<file path="src/rtl/pc_fetch_unit.sv">
// Program counter and instruction fetch stage: fetches the word at PC over a
// req/ack port, holds it for decode, and redirects the PC at each commit.
module pc_fetch_unit #(
  parameter logic [31:0] RESET_PC = 32'h0000_0000,
  parameter int unsigned WAIT_MAX = 15
) (
  input  logic        clk,
  input  logic        rst_n,
  input  logic        NextPCSrc,
  input  logic [31:0] BrTarget,
  input  logic        Stall,
  input  logic        IMemAck,
  input  logic [31:0] IMemData,
  output logic        IMemReq,
  output logic [31:0] IMemAddr,
  output logic [31:0] Inst,
  output logic        InstValid,
  output logic [31:0] PC,
  output logic [31:0] PCPlus4,
  output logic        MisalignErr,
  output logic        TimeoutErr
);

  typedef enum logic [1:0] {BOOT, FETCH, EXEC, ERROR} state_t;

  localparam logic [7:0] WMAX = 8'(WAIT_MAX);

  state_t      state_q, state_d;
  logic [31:0] pc_q, pc_d;
  logic [31:0] inst_q, inst_d;
  logic [7:0]  cnt_q, cnt_d;
  logic        merr_q, merr_d;
  logic        terr_q, terr_d;

  always_ff @(posedge clk) begin
    if (!rst_n) begin
      state_q <= BOOT;
      pc_q    <= RESET_PC;
      inst_q  <= '0;
      cnt_q   <= '0;
      merr_q  <= 1'b0;
      terr_q  <= 1'b0;
    end else begin
      state_q <= state_d;
      pc_q    <= pc_d;
      inst_q  <= inst_d;
      cnt_q   <= cnt_d;
      merr_q  <= merr_d;
      terr_q  <= terr_d;
    end
  end

  always_comb begin
    state_d = state_q;
    pc_d    = pc_q;
    inst_d  = inst_q;
    cnt_d   = cnt_q;
    merr_d  = merr_q;
    terr_d  = terr_q;
    case (state_q)
      BOOT: begin
        state_d = FETCH;
        cnt_d   = '0;
      end
      FETCH: begin
        // ack on the last allowed cycle is checked first so it beats timeout
        if (IMemAck) begin
          inst_d  = IMemData;
          state_d = EXEC;
        end else if (cnt_q == WMAX) begin
          terr_d  = 1'b1;
          state_d = ERROR;
        end else begin
          cnt_d = cnt_q + 8'd1;
        end
      end
      EXEC: begin
        if (!Stall) begin
          if (!NextPCSrc) begin
            pc_d    = pc_q + 32'd4;
            cnt_d   = '0;
            state_d = FETCH;
          end else if (BrTarget[1:0] == 2'b00) begin
            pc_d    = BrTarget;
            cnt_d   = '0;
            state_d = FETCH;
          end else begin
            merr_d  = 1'b1;
            state_d = ERROR;
          end
        end
      end
      ERROR:   state_d = ERROR;
      default: state_d = BOOT;
    endcase
  end

  assign IMemReq     = (state_q == FETCH);
  assign IMemAddr    = pc_q;
  assign InstValid   = (state_q == EXEC);
  assign Inst        = inst_q;
  assign PC          = pc_q;
  assign PCPlus4     = pc_q + 32'd4;
  assign MisalignErr = merr_q;
  assign TimeoutErr  = terr_q;

endmodule

</file>
<file path="config.mk">
export PLATFORM = sky130hd
export DESIGN_NAME = pc_fetch_unit
export DESIGN_NICKNAME = d
export VERILOG_FILES = /design/src/rtl/pc_fetch_unit.sv
export SDC_FILE = /design/constraint.sdc
export NUM_CORES = 1
export LEC_CHECK = 0
export CAP_MARGIN = 20
export CORE_AREA = 4 4 102 104
export CTS_CLUSTER_DIAMETER = 60
export DETAILED_ROUTE_END_ITERATION = 8
export DIE_AREA = 0 0 106 108
export PLACE_DENSITY = 0.85
export SETUP_SLACK_MARGIN = 0.4
export SYNTH_ARGS = -nofsm -noshare
export SYNTH_HDL_FRONTEND = slang
export SYNTH_SLANG_ARGS = --single-unit
</file>
<file path="constraint.sdc">
create_clock -name clk -period 3.65 [get_ports clk]
set_input_delay 0.9125 -clock clk [delete_from_list [all_inputs] [get_ports clk]]
set_output_delay 0.9125 -clock clk [all_outputs]
set_load 0.02 [all_outputs]
</file>
==> results_dict.tcl <==
set metrics [dict create \
    rr_worst_depth 6 \
    synth_seq_cells 76 \
    dpl.hpwl_um 11000 \
    synth_top_area_cell "dfxtp_1" \
    final.setup.tns_ns 0 \
    synth_cells 526 \
    drv_slew 0 \
    cts.clk_slew.worst_paths_ns 0.09 \
    multi_input_area_mm2 0.00228 \
    ys_warn_count 0 \
    route.detailed.drc 0 \
    cts_buffers 9 \
    clock_skew_ns 0.00989 \
    whs_ns 0.454 \
    critPathLaunchType "register" \
    antenna_found_initial 0 \
    arrival_ns 2.25 \
    status "complete, no violations" \
    grt_max_degree 53 \
    holdPathStages 2 \
    fin_ws_ns 0.491 \
    syn_to_final_growth_pct 57.7 \
    fin_crit_sh_pct 86.6 \
    antenna_left 0 \
    clock_latency_ns 0.36 \
    nets 778 \
    setup_viol 0 \
    synth-async-reset-ratio_pct 0 \
    layout-drive-gt1-share_pct 14.5 \
    synth_nets 597 \
    rsz0062_at_grt "no" \
    via_per_inst 5.43 \
    irDropWorstVdd_v 0.000236 \
    crit_type "register to output port" \
    seq_area_frac_synth_pct 37.1 \
    synth_area_mm2 0.00410 \
    drt_iter0_markers 214 \
    wl_per_cell_um 17.3 \
    core-area_mm2 0.00955 \
    cap_violations 0 \
    place_congestion 0.901 \
    clock_sinks 76 \
    htreeDepth 3 \
    grt_pass1_vias 4439 \
    root_buffer "clkbuf_8" \
    first_pass_iters 4 \
    min_path_type "register to register" \
    yosysTopAreaCellShare_pct 37.1 \
    ys.flop_type "dfxtp_1" \
    wl_um 14600 \
    final.fill_count 794 \
    overflow 0 \
    slew_headroom_pct 31.5 \
    grt_usage_pct 24.7 \
    dpl_worst_slack_ns 0.226 \
    fp.dieH_um 108 \
    ios 201 \
    crit_path_end_kind "output port" \
    die-area_mm2 0.0114 \
    fmax_ghz 0.317 \
    worstMarginPinSlew_ns 1.03 \
    worstPathRequired_ns 2.74 \
    grt_pass1_wl_um 22500 \
    cp_max_fo 4 \
    regArea_mm2 0.00153 \
    vias 4585 \
    synth_cell_types 55 \
    port_buffers 200 \
    ys_top_cells_by_area "dfxtp_1 37%, nand2_1 8.7%, a21oi_1 6.6%, buf_4 6.2%, xnor2_1 5.1%" \
    hold_violations 0 \
    powerDensity_mw_per_mm2 279 \
    fin_crit_ns 3.16 \
    n_antenna_cell 0 \
    synth_edf_count 0 \
    clk_path_buf_depth 2 \
    syn_area_per_cell_um2 7.80 \
    leakage_nw 2.49 \
    die_w_um 106 \
    initial_core_util_pct 42.9 \
    rows 36 \
    cts_tree "done" \
]
==> where the power goes <==
| part | total [mW] | switching [mW] | leakage (nW) | internal (mW) |
|---|---|---|---|---|
| clock network | 0.669 | 0.320 | 0.109 | 0.349 |
| logic | 0.270 | 0.133 | 1.76 | 0.138 |
| registers | 0.868 | 0.0163 | 0.621 | 0.851 |
| total | 1.81 | 0.469 | 2.49 | 1.34 |
==> synthesized netlist by cell type, types with 3 or more instances <==
library cell and count:
nand2_1 95, dfxtp_1 76, a21oi_1 54, buf_4 34, nor2_1 34, nand3_1 24, xnor2_1 24, clkbuf_1 22
o21ai_0 17, nor3_1 14, xor2_1 11, nand4_1 9, a21o_1 8, inv_1 8, nor4_1 8, buf_2 7
a22o_1 6, a31oi_1 5, a221o_1 4, and2_1 4, nor3b_1 4, o21a_1 4, o311ai_0 4, buf_1 3
nor4_4 3, nor4b_1 3, o211ai_1 3, o22ai_1 3, or3_1 3
==> through the flow <==
step | util (%) | cell area (um2) | power, mW | instances
floorplan | - | 4100 | 1.00 | 526
global placement | 64.0 | 6110 | 1.15 | 824
detailed placement | 64.0 | 6110 | 1.16 | 824
CTS | 66.7 | 6370 | 1.82 | 841
global route | 67.7 | 6470 | 1.88 | 845
finish | 67.7 | 6470 | 1.81 | 845
==> metal layers <==
layer	wire (um)	vias up	track usage, %	share of wire (%)
met2	7210	273	44.0	49
met3	1540	36	8.36	10
met1	5550	2120	27.6	38
met4	344	0	8.42	2.3
li1	-	2156	-	-
met5	0	-	0	0
==> final timing paths <==
path	slack, ns	startpoint	end
worst max register to register	1.35	state_q[1]	IMemAddr[27]
worst max-delay path	0.49	IMemAddr[11]	PCPlus4[20]
worst min-delay path	0.45	Inst[1]	Inst[1]
worst min register to register	0.45	Inst[1]	Inst[1]
==> final cells by class <==
class	instances	share of cell area, %
multi-input combinational	373	35.3
timing repair buffer	237	34.7
sequential	76	23.7
tap	133	2.57
clock buffer	11	2.34
clock inverter	5	0.774
inverter	10	0.580
==> sequential cells by signal, summed over array words and instances (netlist names) <==
| register | count |
|---|---|
| TimeoutErr | 1 |
| state_q | 2 |
| IMemAddr | 32 |
| Inst | 32 |
| MisalignErr | 1 |
| cnt_q | 8 |
==> worst max-delay path: stages, from the launching register on <==
cell     delay [ns]
dfxtp_2        0.37
nand4_4        0.09
or4_4          0.60
buf_6          0.17
nor4_4         0.27
xor2_1         0.22
buf_4          0.18
==> layout by cell type (no fill, tap or decap), types with 4 or more instances in the layout <==
master / netlist / layout
clkdlybuf4s50_1: 0 / 179
nand2_1: 95 / 93
dfxtp_1: 76 / 67
a21oi_1: 54 / 54
buf_4: 34 / 39
nor2_1: 34 / 32
xnor2_1: 24 / 24
nand3_1: 24 / 20
o21ai_0: 17 / 16
dlygate4sd2_1: 0 / 12
clkbuf_8: 0 / 11
xor2_1: 11 / 10
dfxtp_2: 0 / 9
nand4_1: 9 / 9
inv_1: 8 / 8
a21o_1: 8 / 8
nor3_1: 14 / 7
a22o_1: 6 / 6
nor3_2: 1 / 5
a31oi_1: 5 / 5
nor4_1: 8 / 5
nand3_2: 0 / 4
and2_1: 4 / 4
nor4_4: 3 / 4
nor3b_1: 4 / 4
o21a_1: 4 / 4
o311ai_0: 4 / 4
a221o_1: 4 / 4
clkinv_2: 0 / 4
==> what timing repair did <==
action | CTS | global route
pin swaps | 2 | 5
hold buffers | 0 | 0
buffers inserted | 1 | 4
endpoints found under the setup margin | 22 | 19
resized for setup | 50 | 32
==> logic make-up (layout without fill, tap and decap cells) <==
kind of cell               after synthesis  count (layout)  synth area share (%)
muxes                                    1               1                 0.244
and+or+nand+nor                        216             216                  26.0
adders and majority gates                2               2                 0.610
AOI/OAI and AO/OA                      119             119                  18.0
xor gates and xnor gates                35              35                  7.48
buffers and inverters                   77             263                  10.6
DFF                                     76              76                  37.1
(Power assumes the default switching activity.)
